<file path="src/rtl/bin2bcd_seq_if.sv">
// Handshake and result bundle for the sequential binary-to-BCD converter.
// The master side issues start/bin; the slave side (the converter) answers
// with ready/done and the packed BCD result plus overflow flag.
interface bin2bcd_seq_if #(
  parameter int WIDTH  = 8,
  parameter int DIGITS = 3
);
  logic                  start;
  logic [WIDTH-1:0]      bin;
  logic                  ready;
  logic                  done;
  logic [4*DIGITS-1:0]   bcd;
  logic                  overflow;

  modport master (
    output start,
    output bin,
    input  ready,
    input  done,
    input  bcd,
    input  overflow
  );

  modport slave (
    input  start,
    input  bin,
    output ready,
    output done,
    output bcd,
    output overflow
  );
endinterface

</file>
<file path="src/rtl/bin2bcd_seq.sv">
// Multi-cycle binary-to-BCD converter using shift-and-add-3 (double dabble).
// One input bit is consumed per CONV cycle, so a conversion takes WIDTH
// cycles plus one DONE cycle. Under-sized DIGITS is legal: the digits that
// fit are exact (carries never flow downward) and any bit shifted out of the
// top digit raises a sticky per-conversion overflow flag.
module bin2bcd_seq #(
  parameter int WIDTH  = 8,
  parameter int DIGITS = 3
) (
  input  logic          clk,
  input  logic          rst,
  bin2bcd_seq_if.slave  bus
);

  localparam int CW = $clog2(WIDTH + 1);

  typedef enum logic [1:0] {
    IDLE = 2'd0,
    CONV = 2'd1,
    DONE = 2'd2
  } state_t;

  state_t              state_q, state_d;
  logic [WIDTH-1:0]    shift_q, shift_d;
  logic [4*DIGITS-1:0] digits_q, digits_d;
  logic [4*DIGITS-1:0] adj;
  logic                ovf_q, ovf_d;
  logic [CW-1:0]       count_q, count_d;

  logic [4*DIGITS-1:0] bcd_q;
  logic                overflow_q;
  logic                done_q;
  logic                ready_q;

  // State and scratch registers; reset discards any in-flight conversion.
  always_ff @(posedge clk) begin
    if (rst) begin
      state_q  <= IDLE;
      shift_q  <= '0;
      digits_q <= '0;
      ovf_q    <= 1'b0;
      count_q  <= '0;
    end else begin
      state_q  <= state_d;
      shift_q  <= shift_d;
      digits_q <= digits_d;
      ovf_q    <= ovf_d;
      count_q  <= count_d;
    end
  end

  // Next-state logic: load on accepted start, add-3/shift per CONV cycle.
  always_comb begin
    state_d  = state_q;
    shift_d  = shift_q;
    digits_d = digits_q;
    ovf_d    = ovf_q;
    count_d  = count_q;
    adj      = digits_q;
    case (state_q)
      IDLE: begin
        if (bus.start) begin
          shift_d  = bus.bin;
          digits_d = '0;
          ovf_d    = 1'b0;
          count_d  = CW'(WIDTH);
          state_d  = CONV;
        end
      end
      CONV: begin
        for (int k = 0; k < DIGITS; k++) begin
          if (digits_q[4*k +: 4] >= 4'd5) begin
            adj[4*k +: 4] = digits_q[4*k +: 4] + 4'd3;
          end
        end
        digits_d = {adj[4*DIGITS-2:0], shift_q[WIDTH-1]};
        shift_d  = {shift_q[WIDTH-2:0], 1'b0};
        ovf_d    = ovf_q | adj[4*DIGITS-1];
        count_d  = count_q - CW'(1);
        if (count_q == CW'(1)) begin
          state_d = DONE;
        end
      end
      DONE: begin
        state_d = IDLE;
      end
      default: begin
        state_d = IDLE;
      end
    endcase
  end

  // Output registers, loaded from next-state values so that done, bcd and
  // overflow all become visible together in the DONE cycle.
  always_ff @(posedge clk) begin
    if (rst) begin
      bcd_q      <= '0;
      overflow_q <= 1'b0;
      done_q     <= 1'b0;
      ready_q    <= 1'b1;
    end else begin
      ready_q <= (state_d == IDLE);
      done_q  <= (state_d == DONE);
      if (state_d == DONE) begin
        bcd_q      <= digits_d;
        overflow_q <= ovf_d;
      end
    end
  end

  assign bus.ready    = ready_q;
  assign bus.done     = done_q;
  assign bus.bcd      = bcd_q;
  assign bus.overflow = overflow_q;

endmodule

</file>
<file path="src/flat_wrapper.sv">
// flat-port wrapper written by rule: the top's interface ports become plain ports
module bin2bcd_seq_flat 
#(
  parameter int WIDTH  = 8,
  parameter int DIGITS = 3
)
  (clk, rst, bus_start, bus_bin, bus_ready, bus_done, bus_bcd, bus_overflow);
  bin2bcd_seq_if #(.WIDTH(WIDTH), .DIGITS(DIGITS)) bus_i ();
  input  logic clk;
  input  logic rst;
  input wire logic [$bits(bus_i.start)-1:0] bus_start;
  input wire logic [$bits(bus_i.bin)-1:0] bus_bin;
  output wire logic [$bits(bus_i.ready)-1:0] bus_ready;
  output wire logic [$bits(bus_i.done)-1:0] bus_done;
  output wire logic [$bits(bus_i.bcd)-1:0] bus_bcd;
  output wire logic [$bits(bus_i.overflow)-1:0] bus_overflow;
  assign bus_i.start = bus_start;
  assign bus_i.bin = bus_bin;
  assign bus_ready = bus_i.ready;
  assign bus_done = bus_i.done;
  assign bus_bcd = bus_i.bcd;
  assign bus_overflow = bus_i.overflow;
  bin2bcd_seq #(.WIDTH(WIDTH), .DIGITS(DIGITS)) u_core (.clk(clk), .rst(rst), .bus(bus_i));
endmodule
</file>
<file path="config.mk">
export PLATFORM = sky130hd
export DESIGN_NAME = bin2bcd_seq_flat
export DESIGN_NICKNAME = d
export VERILOG_FILES = /design/src/rtl/bin2bcd_seq_if.sv /design/src/rtl/bin2bcd_seq.sv /design/src/flat_wrapper.sv
export SDC_FILE = /design/constraint.sdc
export NUM_CORES = 1
export LEC_CHECK = 0
export CAP_MARGIN = 10
export CORE_ASPECT_RATIO = 0.8
export CORE_MARGIN = 1
export CORE_UTILIZATION = 50
export CTS_BUF_LIST = sky130_fd_sc_hd__clkbuf_16
export DETAILED_ROUTE_END_ITERATION = 7
export GPL_ROUTABILITY_DRIVEN = 0
export HOLD_SLACK_MARGIN = 0.12
export PLACE_DENSITY = 0.74
export SYNTH_ARGS = -nofsm -noshare
export SYNTH_HDL_FRONTEND = slang
export SYNTH_SLANG_ARGS = --single-unit
</file>
<file path="constraint.sdc">
create_clock -name clk -period 1.6 [get_ports clk]
set_input_delay 0.16 -clock clk [delete_from_list [all_inputs] [get_ports clk]]
set_output_delay 0.16 -clock clk [all_outputs]
set_load 0.05 [all_outputs]
</file>
* Yosys cells after proc, flatten, opt, wreduce, memory -nomap -nowiden *
Cells that the tools add are included.

storage, ports and cells
  register bits = 42
  output and inout port bits = 15
  word-level logic and storage cells = 40

cells by class
  reductions and logical operators = 4
  add/sub/neg operators = 4
  order comparisons = 3
  bitwise gates (word level) = 1
  equal/unequal tests = 4
  multiplexer cells = 15

operators by type and width
  operator                                             count
  case mux 12 bit (2 select lines)                     1
  two-way mux 4 bit                                    5
  case mux 8 bit (2 select lines)                      1
  adder 4 x 2 -> 4 bit, second input constant          3
  >= comparator 4 x 3 -> 1 bit, second input constant  3
  two-way mux 12 bit                                   1
  two-way mux 8 bit                                    1
  case mux 4 bit (2 select lines)                      1
  == test 4 x 1 -> 1 bit, second input constant        1
  logical NOT 2 bit                                    2
  two-way mux 2 bit                                    2
  case mux 2 bit (2 select lines)                      1
  subtractor 4 x 1 -> 4 bit, second input constant     1
  == test 2 x 1 -> 1 bit, second input constant        1
  == test 2 bit, second input constant                 1
  != test 2 bit, second input constant                 1
  case mux 1 bit (2 select lines)                      1
  AND reduction 2 bit                                  1
  nonzero test 2 bit                                   1
  two-way mux 1 bit                                    1
  bitwise OR 1 bit                                     1

* Logic depth before layout (Yosys ltp) *
Gate-level depths: netlist of the first run.

  depth after elaboration = 5
  gate-level depth with buffers = 7
  depth with buffers taken out = 6

* Least setup slack after synthesis of the first run *
OpenSTA, ideal clock, no wires.

  path kind = reg2reg
  start = register u_core.digits_q[9]
  end = register u_core.digits_q[10]
  setup time = 0.074 ns
  clock period less this slack = 1.443 ns
  stages on the path, launching flop included = 7
  arrival time = 1.369 ns
  path slack = 0.157 ns
  buffers on the path = 0
  cell sequence = dfxtp_1 inv_1 ha_1 nand2b_1 a21oi_1 mux2_2 o21ai_0

on the way
  longest elaborated chain between the ends = 4
  elaborated cells between the ends (all ways) = 5
  those cells by class = add/sub (1); order compare (1); mux (3)

ends and longest elaborated chain
  item                                                                         RTL line                              source
  from (decl)                                                                  bin2bcd_seq.sv:25                     logic [4*DIGITS-1:0] digits_q, digits_d;
  from (signal assigned)                                                       bin2bcd_seq.sv:46                     digits_q <= digits_d;
  adder 4 x 2 -> 4 bit / >= comparator 4 x 3 -> 1 bit (equally long branches)  bin2bcd_seq.sv:73, bin2bcd_seq.sv:72
  two-way mux 4 bit (*)                                                        bin2bcd_seq.sv:72                     if (digits_q[4*k +: 4] >= 4'd5) begin
  two-way mux 4 bit (*)                                                        bin2bcd_seq.sv:60                     case (state_q)
  case mux 12 bit (2 select lines) (*)                                         bin2bcd_seq.sv:60

Mark *: on every way between the ends. The rest lies on a longest branch, timed or not. The select of a mux whose other input is x is not followed.
A chain may end at the register's enable or synchronous reset.

* Worst setup path after layout of the first run *
  start = register u_core.digits_q[5]
  end = register u_core.bcd_q[6], in the netlist u_core.bus.bcd[6]

on the way
  longest elaborated chain between the ends = 3
  elaborated cells between the ends (all ways) = 4
  those cells by class = add/sub (1); order compare (1); mux (2)

ends and longest elaborated chain
  item                                                                         RTL line                              source
  adder 4 x 2 -> 4 bit / >= comparator 4 x 3 -> 1 bit (equally long branches)  bin2bcd_seq.sv:73, bin2bcd_seq.sv:72
  two-way mux 4 bit (*)                                                        bin2bcd_seq.sv:72
  case mux 12 bit (2 select lines) (*)                                         bin2bcd_seq.sv:60
  to (signal assigned)                                                         bin2bcd_seq.sv:105                    bcd_q <= digits_d;
  to (decl)                                                                    bin2bcd_seq.sv:30                     logic [4*DIGITS-1:0] bcd_q;

Mark *: on every way between the ends. The rest lies on a longest branch, timed or not.

==> summary.txt, run 1 <==
Routing
  • TritonRoute pass-1 iters: 6
  • Vias: roughly 1600
  • ANT nets after route: 0
  • Final wirelength: ~4 mm
  • Drt initial violations: 64
  • Drt via density: between 5 and 6
  • Post-detailed-route DRC marker count: 1
  • DR WL/cell: between 10 and 15 um

Power
  • Pleak: 0.931 nW
  • Peak VDD IR: 0.000785 V
  • Clock power share: between 30% and 40%
  • Int Pwr: 0.00178 W
  • P_sw: roughly 0.00057 W
  • Sw Ratio: 24.3%
  • PwrDens: 974 nW/um2
  • Seq pwr share: 47.8%
  • Combinational power share: 13.1%

Synthesis
  • Syn Area/Cell: 8.70 um2
  • Post-Synth Adder-Cell Area: under 10%
  • Post-synth top area share: 43.8%
  • Yosys top cell by area: dfxtp_1
  • Cell Area, Synth: 1920 um2
  • Synth Area in Simple Gates: about 22%
  • Register area share after synthesis: 43.8%
  • Syn_nets: 240
  • Synth Area in Compound Gates: 19.7%
  • Most used DFF post-synth: dfxtp_1
  • Seq cells post-synth: 42
  • Largest family of logic cells by synthesized area: simple AND/OR/NAND/NOR gates
  • Ys Warns: 0
  • EDFF count, synth: 0
  • Post-Syn Instances: 221
  • XOR/XNOR Fraction of Synth Area: about 1.4%
  • Fraction of registers with async set/reset: 0%
  • Synth top area cells: dfxtp_1 44%, nor2_1 5.9%, ha_1 5.2%
  • Synth unique cells: 32
  • Mux contribution to synthesized area: 1.76%

Setup path
  • Top Family by Delay on Critical Path: multiplexers
  • CP max-delay cell: mux2_2
  • Crit Path Category: flip-flop to flip-flop
  • Worst flop-to-flop path startpoint: u_core.digits_q[5]
  • Startpoint Class: flip-flop
  • Crit-path max FO: 4
  • Critical Path Start: u_core.digits_q[5]
  • Critical path capture point type: flip-flop
  • CP max stage delay: ~0.35 ns
  • CP cell instances: inv_1, ha_1, nor2b_2, o21ba_2, mux2_2, o22ai_1
  • Worst Path Buf+Inv: 1
  • Arrival time worst endpoint: 1.74 ns
  • CP required: 1.80 ns

Timing
  • Fmax: 651 MHz
  • Final period utilization: 96.0%
  • Final min period: roughly 1.5 ns
  • Tightest Pin Transition: 0.363 ns
  • Count of final hold-check violations: 0
  • Final setup viols: 0
  • Hold_ws: 0.460 ns
  • Clk_skew: 0.00254 ns
  • RSZ-0062 raised after global routing: false
  • Setup tns final: 0 ns
  • Max Slew Vio Count: 0
  • Slew headroom: 75.8%
  • Final worst setup slack: approximately 0.063 ns

Floorplanning
  • Die W: 71.3 um
  • Starting Density: 54.3%
  • # rows: 19
  • Die Span Y: 57.5 um
  • Core box area: 3540 um2
  • I/O Pins: 26
  • Die ar.: around 4100 um2

Status
  • Status: complete, but fails checks
  • Failing checks: DRC

Min path
  • Worst hold path class: input port to flip-flop
  • Hold_sp: bus_bin[5]

Layout
  • Area grow syn2layout: 25.8%
  • Share of cells above drive strength 1: between 20% and 30%
  • # diodes: 0
  • Layout net count: about 280
  • Commonest non-fill, non-tap cells in the layout: 41 x dfxtp_1, 32 x buf_4, 30 x nor2_1, 24 x nand2_1
  • Commonest non-fill, non-tap cell in the layout: dfxtp_1

GRT
  • Vias in the first global route: ~1600
  • Pin count of the biggest net entering global routing: 18
  • First-pass GRT wire length: 6.98 mm
  • Total gr overflow: 0
  • Initial antenna violation count: 0
  • Total GRT Usage: 22.1%

Place
  • IO buf count: 25
  • Pre-CTS setup slack: 0.0307 ns
  • Dpl hpwl: 2.91 mm

CTS
  • Clock Pin Slew Worst Setup and Hold Paths: 0.06 ns
  • CTS tree: done
  • Clock buffers created by TritonCTS: 5
  • Htree depth: 2
  • Cts hold-fix bufs: 0
  • Maximum clock insertion buffer count: 2
  • Clk sinks: 42
  • Later-pin clock latency in the skew report: roughly 0.27 ns
  • CTS root buf: clkbuf_16

Flow run
  • Max-cap viol count: 0
==> worst register-to-register path, stage by stage, from the launching register on <==
cell	delay (ns)
dfxtp_1	0.32
inv_1	0.12
ha_1	0.21
nor2b_2	0.17
o21ba_2	0.16
mux2_2	0.35
o22ai_1	0.14
==> what timing repair did <==
action                                  4_1_cts  5_1_grt
endpoints found under the setup margin        0        7
buffers inserted                              0        1
resized for setup                             0        8
==> sequential cells by signal (all words and copies together) (netlist names) <==
register / count
u_core.bus.bcd: 12
u_core.digits_q: 12
u_core.shift_q: 8
u_core.count_q: 4
u_core.state_q: 2
u_core.bus.done: 1
u_core.bus.overflow: 1
u_core.bus.ready: 1
u_core.ovf_q: 1
==> path summary, 6_finish.rpt <==
kind | to | slack [ns] | cells after the start
worst max-delay path | u_core.bus.bcd[6] | 0.06 | 6
worst min-delay path | u_core.shift_q[5] | 0.46 | 3
worst max register to register | u_core.bus.bcd[6] | 0.06 | 6
worst min register to register | u_core.digits_q[4] | 0.47 | 2
==> layout make-up <==
type	count	area, um2
multi-input combinational	153	985
timing repair buffer	43	360
sequential	42	842
clock buffer	5	125
inverter	13	48.8
clock inverter	1	3.75
fill	302	1120
tap	42	52.6
==> Yosys cell counts (4+ instances only) <==
master	count
buf_2	6
o22ai_1	6
inv_1	13
nor3_1	5
a211oi_1	5
o21ai_0	11
nor3b_1	6
dfxtp_1	42
nand2_1	24
a311oi_2	4
a21oi_1	10
a311oi_1	6
nand2b_1	9
clkbuf_1	5
ha_1	8
o32ai_1	5
nor2_1	30
==> per-stage QoR <==
step	util [%]	std cells	cell area (um2)	power, W
6_report	68.2	299	2420	0.00235
5_1_grt	68.2	299	2420	0.00245
4_1_cts	67.5	298	2390	0.00237
3_5_place_dp	63.9	292	2260	0.00145
3_3_place_gp	63.9	292	2260	0.00145
2_1_floorplan	-	221	1920	0.00133
==> logic make-up after synthesis <==
kind of cell,after synthesis
adder cells (fa/ha/maj),8
AO/OA/AOI/OAI,52
flip-flops,42
XOR/XNOR,3
multiplexers,3
AND/OR/NAND/NOR,87
buffers and inverters,26
==> metal layers <==
metal / routed length (um) / vias to the layer above / track usage, %
li1: - / 836 / -
met1: 2080 / 723 / 29.3
met2: 1770 / 28 / 34.3
met3: 162 / 6 / 5.30
met4: 70 / 0 / 10.0
met5: 0 / - / 0
==> power by group through the flow <==
stage / combinational, W / clock [W] / sequential [W]
detailed placement: 0.000305 / 0 / 0.00115
floorplan: 0.000160 / 0 / 0.00117
finish: 0.000309 / 0.000919 / 0.00113
global route: 0.000343 / 0.000977 / 0.00113
CTS: 0.000307 / 0.000935 / 0.00113
global placement: 0.000301 / 0 / 0.00115
Note: power is estimated with default switching activity, not from simulation.
==> run 2: changes to the inputs <==
--- a/config.mk
+++ b/config.mk
@@ -8,12 +8,11 @@
 export CAP_MARGIN = 10
 export CORE_ASPECT_RATIO = 0.8
 export CORE_MARGIN = 1
-export CORE_UTILIZATION = 50
+export CORE_UTILIZATION = 30
 export CTS_BUF_LIST = sky130_fd_sc_hd__clkbuf_16
 export DETAILED_ROUTE_END_ITERATION = 7
 export GPL_ROUTABILITY_DRIVEN = 0
 export HOLD_SLACK_MARGIN = 0.12
-export PLACE_DENSITY = 0.74
 export SYNTH_ARGS = -nofsm -noshare
 export SYNTH_HDL_FRONTEND = slang
 export SYNTH_SLANG_ARGS = --single-unit
==> run 2 against run 1 <==
Net effect:
- the run now ends clean
- hold slack got worse by 0.0061 ns
- routed wire length increased by 5.1%
- design area increased by 6.4%
- register-to-register slack about the same
- critical endpoint is now u_core.bus.bcd[2]
- non-clock buffer count increased by 2
- final cell count increased by 14%
- critical path depth unchanged
- sequential share of layout area decreased by 2.0 points
- power increased by 17%
- maximum frequency increased by 0.88%
- clock power increased by 43%
- die area increased by 64%
==> summary.txt, run 2 (synthesis gave the netlist of run 1 again) <==
Status
  • Status: complete, no violations

CTS
  • CTS root buf: clkbuf_16
  • Clock Pin Slew Worst Setup and Hold Paths: 0.06 ns (about the same)
  • Clock buffers created by TritonCTS: 5 (unchanged)
  • Later-pin clock latency in the skew report: 0.29 ns (+0.02 ns)
  • CTS tree: done
  • Maximum clock insertion buffer count: 2 (unchanged)
  • Clk sinks: 42 (unchanged)
  • Htree depth: 2 (unchanged)

GRT
  • Vias in the first global route: 1536 (-1.2%)
  • Total GRT Usage: 13.9% (-8.2 points)
  • First-pass GRT wire length: 7.23 mm (+3.6%)
  • Pin count of the biggest net entering global routing: 18 (unchanged)
  • Total gr overflow: 0 (unchanged)
  • Initial antenna violation count: 0 (unchanged)

Power
  • P_sw: 0.000627 W (+9.7%)
  • PwrDens: 1070 nW/um2 (+10%)
  • Sw Ratio: 22.7% (-1.6 points)
  • Pleak: 0.971 nW (+4.4%)
  • Clock power share: 47.5% (+8.5 points)
  • Int Pwr: 0.00213 W (+20%)
  • Seq pwr share: 40.7% (-7.1 points)
  • Peak VDD IR: 0.000553 V (-30%)
  • Combinational power share: 11.8% (-1.3 points)

Layout
  • Post-layout util: 42.6% (-26 points)
  • # diodes: 0 (unchanged)
  • Fillers: 604 (+100%)
  • Commonest non-fill, non-tap cells in the layout: 39 x dfxtp_1, 33 x buf_4, 30 x nor2_1, 23 x nand2_1, 12 x inv_1
  • Area grow syn2layout: 33.8%
  • Layout net count: 279 (+0.72%)
  • Share of cells above drive strength 1: 25.7% (+4.3 points)
  • Commonest non-fill, non-tap cell in the layout: dfxtp_1

Setup path
  • Crit-path max FO: 4 (unchanged)
  • Arrival time worst endpoint: 1.73 ns (about the same)
  • Critical path capture point type: flip-flop
  • CP required: 1.81 ns (about the same)
  • Crit Path Category: flip-flop to flip-flop
  • Startpoint Class: flip-flop

Floorplanning
  • # rows: 25 (+6)
  • Die Span Y: 73.6 um (+28%)
  • Core box area: 6040 um2 (+70%)
  • Starting Density: 31.8% (-22 points)
  • I/O Pins: 26 (unchanged)
  • Die W: 91.5 um (+28%)
  • Die ar.: 6730 um2 (+64%)

Routing
  • Drt initial violations: 57 (-11%)
  • Final wirelength: 4.29 mm (+5.1%)
  • ANT nets after route: 0 (unchanged)
  • Vias: 1625 (+2.0%)
  • Post-detailed-route DRC marker count: 0 (-1)
  • Drt via density: 4.75 (-11%)
  • DR WL/cell: 12.6 um (-8.1%)
  • TritonRoute pass-1 iters: 4 (-2)

Timing
  • Final period utilization: 95.2% (-0.84 points)
  • Max Slew Vio Count: 0 (unchanged)
  • Count of final hold-check violations: 0 (unchanged)
  • Final min period: 1.52 ns (-0.0134 ns)
  • Slew headroom: 72.6% (-3.2 points)
  • Clk_skew: 0.00591 ns (+0.00337 ns)
  • Fmax: 656 MHz (+0.88%)
  • Final worst setup slack: 0.0768 ns (+0.0134 ns)
  • Final setup viols: 0 (unchanged)
  • Tightest Pin Transition: 0.410 ns (+0.0470 ns)

Place
  • Dpl hpwl: 3.12 mm (+7.2%)
  • Pre-CTS setup slack: 0.0495 ns (+0.0188 ns)
  • IO buf count: 25 (unchanged)

Min path
  • Worst hold path class: input port to flip-flop

Flow run
  • Max-cap viol count: 0 (unchanged)
[run 2: cell types whose count changed in the layout (fill, tap and decap cells not counted), moves of 2 or more]
| cell | delta |
|---|---|
| ha_2 | +2 |
| bufinv_16 | +2 |
| dfxtp_2 | +2 |
| ha_1 | -2 |
| dfxtp_1 | -2 |
[run 2: cell type report]
| type | instances | area [um2] | area share, % |
|---|---|---|---|
| clock buffer | 5 | 125 | 4.87 |
| inverter | 13 | 48.8 | 1.90 |
| timing repair buffer | 45 | 379 | 14.7 |
| tap | 81 | 101 | 3.94 |
| sequential | 42 | 845 | 32.8 |
| multi-input combinational | 153 | 1000 | 39.0 |
| clock inverter | 3 | 68.8 | 2.68 |
[run 2: through the flow]
stage | cells | cell area (um2) | power (W) | TNS, ns | hold slack [ns]
floorplan | 221 | 1920 | 0.00133 | 0 | 0.284
global placement | 332 | 2320 | 0.00146 | 0 | 0.465
detailed placement | 332 | 2320 | 0.00146 | 0 | 0.474
CTS | 340 | 2510 | 0.00278 | 0 | 0.450
global route | 342 | 2570 | 0.00288 | -0.0125 | 0.474
finish | 342 | 2570 | 0.00276 | 0 | 0.454
[run 2: power by group through the flow]
stage | registers [W] | logic (W) | clock network, W
2_1_floorplan | 0.00117 | 0.000160 | 0
3_3_place_gp | 0.00114 | 0.000313 | 0
3_5_place_dp | 0.00115 | 0.000316 | 0
4_1_cts | 0.00112 | 0.000318 | 0.00134
5_1_grt | 0.00113 | 0.000364 | 0.00138
6_report | 0.00112 | 0.000325 | 0.00131
[run 2: timing repair]
action	in CTS	in global routing
resized for setup	0	17
hold buffers	0	0
setup endpoints to repair	0	16
buffers inserted	0	2
[run 2: path summary, 6_finish.rpt]
| kind | depth (start not counted) | endpoint | slack [ns] | startpoint |
|---|---|---|---|---|
| max reg2reg | 6 | u_core.bus.bcd[2] | 0.08 | u_core.digits_q[0] |
| min reg2reg | 2 | u_core.digits_q[4] | 0.47 | u_core.digits_q[4] |
| max | 6 | u_core.bus.bcd[2] | 0.08 | u_core.digits_q[0] |
| min | 3 | u_core.shift_q[7] | 0.45 | bus_bin[7] |
[run 2: critical path, cell delays in order, from the launching register on]
cell and delay, ns:
dfxtp_2 0.34, inv_1 0.09, ha_2 0.19, nor2b_2 0.15
o21ba_2 0.16, mux2_2 0.36, o22ai_1 0.15
[run 2: layer usage]
metal / wire length (um) / track usage (%) / vias up
li1: - / - / 844
met1: 2260 / 19.3 / 752
met2: 1830 / 20.6 / 23
met3: 143 / 3.52 / 6
met4: 57 / 5.29 / 0
met5: 0 / 0 / -
